`config.mk`:
```
export PLATFORM = sky130hd
export DESIGN_NAME = rs232_passthrough_monitor
export DESIGN_NICKNAME = d
export VERILOG_FILES = /design/src/rtl/rs232_pt_pkg.sv /design/src/rtl/rs232_line_conditioner.sv /design/src/rtl/rs232_passthrough_monitor.sv
export SDC_FILE = /design/constraint.sdc
export NUM_CORES = 1
export LEC_CHECK = 0
export BUFFER_PORTS_ARGS = -buffer_cell sky130_fd_sc_hd__buf_2
export CAP_MARGIN = 20
export CORE_MARGIN = 3
export CORE_UTILIZATION = 55
export DETAILED_ROUTE_END_ITERATION = 10
export GPL_ROUTABILITY_DRIVEN = 0
export HOLD_SLACK_MARGIN = 0.12
export PLACE_DENSITY_LB_ADDON = 0.08
export SLEW_MARGIN = 25
export SYNTH_ARGS = -nofsm -noshare
export SYNTH_HDL_FRONTEND = slang
export SYNTH_SLANG_ARGS = --single-unit
```
`constraint.sdc`:
```
create_clock -name CLOCK_50 -period 2.1 [get_ports CLOCK_50]
set_clock_uncertainty 0.1 [all_clocks]
set_input_delay 0.105 -clock CLOCK_50 [delete_from_list [all_inputs] [get_ports CLOCK_50]]
set_output_delay 0.105 -clock CLOCK_50 [all_outputs]
set_load 0.02 [all_outputs]
```
`src/rtl/rs232_pt_pkg.sv`:
```
// Shared constants for the RS232 passthrough monitor: mode encodings and a
// helper that sizes counters to hold a given maximum value.
package rs232_pt_pkg;

  localparam int unsigned MODE_W = 2;

  localparam logic [MODE_W-1:0] MODE_PASS     = 2'b00;
  localparam logic [MODE_W-1:0] MODE_LOOPBACK = 2'b01;
  localparam logic [MODE_W-1:0] MODE_ISOLATE  = 2'b10;

  function automatic int unsigned cnt_width(input int unsigned max_val);
    return (max_val < 1) ? 1 : $clog2(max_val + 1);
  endfunction

endpackage

```
`src/rtl/rs232_line_conditioner.sv`:
```
// One RS232 line: 2-flop synchroniser, glitch filter, stretched activity,
// break detection and a saturating falling-edge counter.
module rs232_line_conditioner
  import rs232_pt_pkg::*;
#(
  parameter int unsigned FILTER_CYCLES  = 4,
  parameter int unsigned STRETCH_CYCLES = 2500000,
  parameter int unsigned BREAK_CYCLES   = 100000,
  parameter int unsigned CNT_W          = 16
) (
  input  logic             clk_i,
  input  logic             rst_i,
  input  logic             line_i,
  input  logic             cnt_clr_i,
  output logic             line_f_o,
  output logic             act_o,
  output logic             break_o,
  output logic [CNT_W-1:0] fall_cnt_o
);

  localparam int unsigned FW = cnt_width(FILTER_CYCLES);
  localparam int unsigned SW = cnt_width(STRETCH_CYCLES);
  localparam int unsigned BW = cnt_width(BREAK_CYCLES);

  localparam logic [FW-1:0] FILT_LAST   = FW'((FILTER_CYCLES == 0) ? 0 : FILTER_CYCLES - 1);
  localparam logic [SW-1:0] STRETCH_MAX = SW'(STRETCH_CYCLES);
  localparam logic [BW-1:0] BREAK_MAX   = BW'(BREAK_CYCLES);

  logic [1:0]       sync_d, sync_q;
  logic             filt_d, filt_q;
  logic             prev_d, prev_q;
  logic [FW-1:0]    fcnt_d, fcnt_q;
  logic [SW-1:0]    stretch_d, stretch_q;
  logic [BW-1:0]    brk_cnt_d, brk_cnt_q;
  logic [CNT_W-1:0] fall_d, fall_q;
  logic             sync_s;
  logic             line_f;

  assign sync_s = sync_q[1];
  // A zero-length filter hands the synchroniser output straight through.
  assign line_f = (FILTER_CYCLES == 0) ? sync_s : filt_q;

  always_comb begin
    sync_d    = {sync_q[0], line_i};
    filt_d    = filt_q;
    fcnt_d    = fcnt_q;
    prev_d    = line_f;
    stretch_d = stretch_q;
    brk_cnt_d = '0;
    fall_d    = fall_q;

    if (sync_s == filt_q) begin
      fcnt_d = '0;
    end else if (fcnt_q == FILT_LAST) begin
      filt_d = sync_s;
      fcnt_d = '0;
    end else begin
      fcnt_d = fcnt_q + 1'b1;
    end

    if (line_f != prev_q) begin
      stretch_d = STRETCH_MAX;
    end else if (stretch_q != '0) begin
      stretch_d = stretch_q - 1'b1;
    end

    if (!line_f) begin
      brk_cnt_d = (brk_cnt_q == BREAK_MAX) ? brk_cnt_q : brk_cnt_q + 1'b1;
    end

    // Clear has priority over a coincident falling edge.
    if (cnt_clr_i) begin
      fall_d = '0;
    end else if (prev_q && !line_f && (fall_q != '1)) begin
      fall_d = fall_q + 1'b1;
    end
  end

  always_ff @(posedge clk_i) begin
    if (rst_i) begin
      sync_q    <= 2'b11;
      filt_q    <= 1'b1;
      prev_q    <= 1'b1;
      fcnt_q    <= '0;
      stretch_q <= '0;
      brk_cnt_q <= '0;
      fall_q    <= '0;
    end else begin
      sync_q    <= sync_d;
      filt_q    <= filt_d;
      prev_q    <= prev_d;
      fcnt_q    <= fcnt_d;
      stretch_q <= stretch_d;
      brk_cnt_q <= brk_cnt_d;
      fall_q    <= fall_d;
    end
  end

  assign line_f_o   = line_f;
  assign act_o      = (stretch_q != '0);
  assign break_o    = (brk_cnt_q == BREAK_MAX);
  assign fall_cnt_o = fall_q;

endmodule

```
`src/rtl/rs232_passthrough_monitor.sv`:
```
// Multi-channel RS232 passthrough with per-channel mode select (pass,
// loopback, isolate) and per-direction line monitoring.
module rs232_passthrough_monitor
  import rs232_pt_pkg::*;
#(
  parameter int unsigned CHANNELS       = 4,
  parameter int unsigned FILTER_CYCLES  = 4,
  parameter int unsigned STRETCH_CYCLES = 2500000,
  parameter int unsigned BREAK_CYCLES   = 100000,
  parameter int unsigned CNT_W          = 16
) (
  input  logic                      CLOCK_50,
  input  logic                      RESET,
  input  logic [MODE_W*CHANNELS-1:0] MODE,
  input  logic [CHANNELS-1:0]       DTE_IN,
  input  logic [CHANNELS-1:0]       DCE_IN,
  output logic [CHANNELS-1:0]       DCE_OUT,
  output logic [CHANNELS-1:0]       DTE_OUT,
  output logic [CHANNELS-1:0]       ACT_DTE,
  output logic [CHANNELS-1:0]       ACT_DCE,
  output logic [CHANNELS-1:0]       BREAK_DTE,
  output logic [CHANNELS-1:0]       BREAK_DCE,
  input  logic [CHANNELS-1:0]       CNT_CLR,
  output logic [CNT_W*CHANNELS-1:0] FALL_CNT_DTE,
  output logic [CNT_W*CHANNELS-1:0] FALL_CNT_DCE
);

  logic [CHANNELS-1:0] f_dte, f_dce;
  logic [CHANNELS-1:0] dce_out_d, dce_out_q;
  logic [CHANNELS-1:0] dte_out_d, dte_out_q;

  for (genvar i = 0; i < CHANNELS; i++) begin : g_ch
    rs232_line_conditioner #(
      .FILTER_CYCLES (FILTER_CYCLES),
      .STRETCH_CYCLES(STRETCH_CYCLES),
      .BREAK_CYCLES  (BREAK_CYCLES),
      .CNT_W         (CNT_W)
    ) u_dte (
      .clk_i     (CLOCK_50),
      .rst_i     (RESET),
      .line_i    (DTE_IN[i]),
      .cnt_clr_i (CNT_CLR[i]),
      .line_f_o  (f_dte[i]),
      .act_o     (ACT_DTE[i]),
      .break_o   (BREAK_DTE[i]),
      .fall_cnt_o(FALL_CNT_DTE[i*CNT_W +: CNT_W])
    );

    rs232_line_conditioner #(
      .FILTER_CYCLES (FILTER_CYCLES),
      .STRETCH_CYCLES(STRETCH_CYCLES),
      .BREAK_CYCLES  (BREAK_CYCLES),
      .CNT_W         (CNT_W)
    ) u_dce (
      .clk_i     (CLOCK_50),
      .rst_i     (RESET),
      .line_i    (DCE_IN[i]),
      .cnt_clr_i (CNT_CLR[i]),
      .line_f_o  (f_dce[i]),
      .act_o     (ACT_DCE[i]),
      .break_o   (BREAK_DCE[i]),
      .fall_cnt_o(FALL_CNT_DCE[i*CNT_W +: CNT_W])
    );
  end

  // Outputs idle at mark (1) unless the mode routes a filtered line to them.
  always_comb begin
    dce_out_d = '1;
    dte_out_d = '1;
    for (int i = 0; i < CHANNELS; i++) begin
      case (MODE[i*MODE_W +: MODE_W])
        MODE_PASS: begin
          dce_out_d[i] = f_dte[i];
          dte_out_d[i] = f_dce[i];
        end
        MODE_LOOPBACK: dte_out_d[i] = f_dte[i];
        default: ;
      endcase
    end
  end

  always_ff @(posedge CLOCK_50) begin
    if (RESET) begin
      dce_out_q <= '1;
      dte_out_q <= '1;
    end else begin
      dce_out_q <= dce_out_d;
      dte_out_q <= dte_out_d;
    end
  end

  assign DCE_OUT = dce_out_q;
  assign DTE_OUT = dte_out_q;

endmodule

```
==> key figures <==
Run status
  – Outcome: finished, violations left
  – Failing checks: negative setup slack

Placement
  – Port bufs: 173
  – DP Worst Slack: -207 ps
  – Post-DP HPWL: 36,600 um

Final layout
  – FF+latch area: 10,200 sq um
  – Combined area of the multi-input logic cells: 13,400 sq um
  – Number of fill cells in the layout: 3,166
  – Layout Area Growth over Synthesis: 28.6%
  – Nets: 3,186
  – # diodes: 0
  – Layout cells sized above 1: 25.4%

Power
  – Clock share of power: 23.3%
  – Switching fraction of total power: 36.0%
  – Reg power frac: 29.1%
  – Maximum VDD drop: 1.14 mV
  – Gate power share: 47.6%
  – Leak Pwr: 0.0112 uW
  – Total Power: 42,600 uW
  – PwrDens: 1430 nW/um^2
  – Internal: 27,200 uW
  – Psw: 15,300 uW

Detailed routing
  – Final ANT Viol Nets: 0
  – Total wire length: 56,300 um
  – Router iterations before antenna repair: 5
  – # DRC: 0
  – Via-to-Cell Ratio: 5.63
  – DRT iter0 DRCs: 1,185
  – DR WL/cell: 15.3 um
  – Vias: 20,684

Worst hold path
  – Worst hold path class: in -> reg

STA
  – Final hold viol count: 0
  – Fmax: 0.385 GHz
  – Post-layout min period: 2600 ps
  – Final period util: 124%
  – Fin. max-slew vios: 0
  – PnR worst setup slack: -496 ps
  – Slew @ Worst Pin: 658 ps
  – Final setup fails: 49
  – Max-slew headroom: 56.1%
  – Setup TNS: -8610 ps
  – WHS: 164 ps
  – RSZ-0062 raised after global routing: yes

Synth
  – Number of synthesized flops with an enable pin: 0
  – Largest family of logic cells by synthesized area: simple AND/OR/NAND/NOR gates
  – Dominant cell type by area after synthesis: dfxtp_1
  – Syn_nets: 2,761
  – XOR/XNOR Fraction of Synth Area: 11.8%
  – Top_reg_cell synth: dfxtp_1
  – Post-synthesis cell count: 2,676
  – Area contributors post-synth: dfxtp_1 43%, xnor2_1 6.4%, nor2_1 6.2%
  – Post-Synth Simple-Gate Area: 27.4%
  – Synth Area in Adders: 3.39%
  – Flops & latches, synth: 504
  – Yosys warnings: 0
  – Post-synth top area share: 43.5%
  – Synth Area in Compound Gates: 9.47%
  – Synth async-reset ratio: 0%
  – Mapped Avg Cell Area: 8.68 sq um
  – Seq/Total Area, Yosys: 43.5%
  – Mapped Area: 23,200 sq um
  – Mux cell area share after synthesis: 0.862%
  – Post-synthesis cell type count: 69

Clocking
  – Worst-skew pair later-pin latency: 610 ps
  – Clock-pin slew on the worst setup and hold paths: 60 ps
  – Max Root-Sink Buffers: 3
  – CTS buffer count: 53
  – H-tree depth: 2
  – Root Driver: clkbuf_16
  – # clock sinks: 504
  – TritonCTS clock tree: built

Critical path
  – Max FO, Critical Path: 2
  – Top delay family on crit path: simple AND/OR/NAND/NOR gates
  – CP Buf/Inv Count: 4
  – Crit end category: primary output
  – Kind of critical path: reg -> out
  – CP cell instances: inv_2, ha_4, or4b_4, or4_4, buf_6, nor2_4, inv_2, buf_6
  – Critical path's largest stage delay: 440 ps
  – Worst path slowest cell: or4b_4
  – Worst EP required: 1890 ps
  – Startpoint Class: flip-flop
  – CP arrival: 2390 ps

Floorplan
  – Initial core utilization: 56.2%
  – Row count: 74
  – Die Wd: 211 um
  – Die footprint: 44,700 sq um
  – CORE AREA: 41,300 sq um
  – I/O pins: 174
  – Die H: 211 um

GRT
  – GRT Overall Usage: 24.1%
  – First-pass GRT wire length: 92,600 um
  – Vias in the first global route: 19,762
  – GRT overflow: 0
  – Largest net degree at the start of global routing: 95
  – Initial antenna violation count: 0

Job
  – Max-Cap Viols: 0
==> logic make-up after synthesis <==
family / Yosys count
and+or+nand+nor: 1222
adders and majority gates: 63
buffers and inverters: 201
muxes: 20
xor gates and xnor gates: 313
DFF: 504
AOI/OAI and AO/OA: 353
==> cell usage in the layout, fill, tap and decap left out, types with 80 or more instances in the layout <==
master   count
dfxtp_1    455
nor3_1      90
nor2_1     376
buf_4      243
nand4_1     80
buf_2      158
nand3_1    114
a21oi_1    126
xnor2_1    168
nand2_1    137
xor2_1     143
==> metal layers <==
| metal | share of wire (%) | vias up | track usage (%) |
|---|---|---|---|
| li1 | - | 10325 | - |
| met1 | 46 | 9867 | 31.7 |
| met2 | 48 | 412 | 41.5 |
| met3 | 4.3 | 80 | 3.57 |
| met4 | 1.8 | 0 | 6.42 |
| met5 | 0 | - | 0 |
==> Yosys cell counts, types with 4 or more instances <==
| cell type | count |
|---|---|
| clkbuf_1 | 80 |
| or4b_1 | 4 |
| nand2b_1 | 22 |
| nor4bb_1 | 13 |
| nor2_1 | 385 |
| nor2b_1 | 15 |
| xor2_1 | 143 |
| or3_1 | 70 |
| o211ai_1 | 42 |
| mux2i_1 | 20 |
| ha_1 | 63 |
| a2111oi_0 | 7 |
| and3_1 | 29 |
| a31oi_1 | 17 |
| o21ai_0 | 38 |
| a21oi_1 | 137 |
| or4_1 | 37 |
| or3b_2 | 7 |
| a311oi_1 | 5 |
| or2_2 | 32 |
| inv_1 | 94 |
| buf_4 | 16 |
| nand3b_1 | 12 |
| xnor2_1 | 170 |
| and4_1 | 29 |
| nand2_1 | 141 |
| nand3_1 | 118 |
| nor3b_1 | 12 |
| o31ai_1 | 16 |
| nor4b_1 | 11 |
| a211oi_1 | 32 |
| and2_1 | 6 |
| nor3_1 | 106 |
| nand4_1 | 80 |
| dfxtp_1 | 504 |
| nor4_1 | 72 |
| o21ai_1 | 24 |
| o41ai_1 | 7 |
| o2111ai_1 | 6 |
==> what timing repair did <==
item                                   in CTS  in global routing
endpoints found under the hold margin     174                  0
gates cloned                                1                  2
resized for setup                         157                167
setup endpoints to repair                  75                130
setup buffers                              59                 28
hold buffers                               33                  0
pin swaps                                  53                 69
==> final cells by class <==
type	instances	area share, %
inverters	97	1.24
flip-flops and latches	504	34.0
multi-input cells	1972	44.8
clock inverters	24	1.19
repair buffers	473	11.5
clock buffers	74	5.04
well taps	532	2.23
==> sequential cells by signal, indices dropped and copies added (netlist names) <==
signal,cells
g_ch.u_dce.stretch_q,88
g_ch.u_dte.stretch_q,88
g_ch.u_dce.brk_cnt_q,68
g_ch.u_dte.brk_cnt_q,68
g_ch.u_dce.fall_cnt_o,64
g_ch.u_dte.fall_cnt_o,64
g_ch.u_dce.fcnt_q,12
g_ch.u_dte.fcnt_q,12
g_ch.u_dce.sync_q,8
g_ch.u_dte.sync_q,8
DCE_OUT,4
DTE_OUT,4
g_ch.u_dce.line_f_o,4
g_ch.u_dce.prev_q,4
g_ch.u_dte.line_f_o,4
g_ch.u_dte.prev_q,4
==> final timing paths <==
check                                                           endpoint  slack [ps]  cells after the start                                     from
worst min register to register        g_ch[3].u_dce.sync_q[1]$_SDFF_PP1_         320                      1       g_ch[3].u_dce.sync_q[0]$_SDFF_PP1_
worst max register to register  g_ch[1].u_dce.stretch_q[20]$_SDFFE_PP0P_        -380                      8  g_ch[1].u_dce.stretch_q[0]$_SDFFE_PP0P_
worst max-delay path                                          ACT_DCE[1]        -500                      8  g_ch[1].u_dce.stretch_q[0]$_SDFFE_PP0P_
worst min-delay path                  g_ch[1].u_dce.sync_q[0]$_SDFF_PP1_         160                      3                                DCE_IN[1]
==> worst reg2reg max path: cells and delay by family, from the launching register on <==
| kind | cells | cell delay [ps] |
|---|---|---|
| simple gates | 3 | 1390 |
| compound gates | 1 | 140 |
| buf+inv | 3 | 350 |
| flops | 1 | 320 |
| fa+ha+maj | 1 | 120 |
==> metrics by stage <==
stage | cells | util [%] | area [sq um]
6_report | 3676 | 72.3 | 29900
5_1_grt | 3676 | 72.3 | 29900
4_1_cts | 3656 | 70.4 | 29100
3_5_place_dp | 3466 | 62.6 | 25800
3_3_place_gp | 3466 | 62.6 | 25800
2_1_floorplan | 2676 | - | 23400
==> power groups by stage <==
| stage | registers [uW] | clock network [uW] | logic [uW] |
|---|---|---|---|
| final | 12400 | 9920 | 20300 |
| after global routing | 12600 | 10600 | 21900 |
| after CTS | 12300 | 10100 | 17700 |
| after detailed placement | 12300 | 0 | 14500 |
| after global placement | 12300 | 0 | 14200 |
| after floorplan | 12200 | 0 | 10000 |
Note: power is estimated with default switching activity, not from simulation.
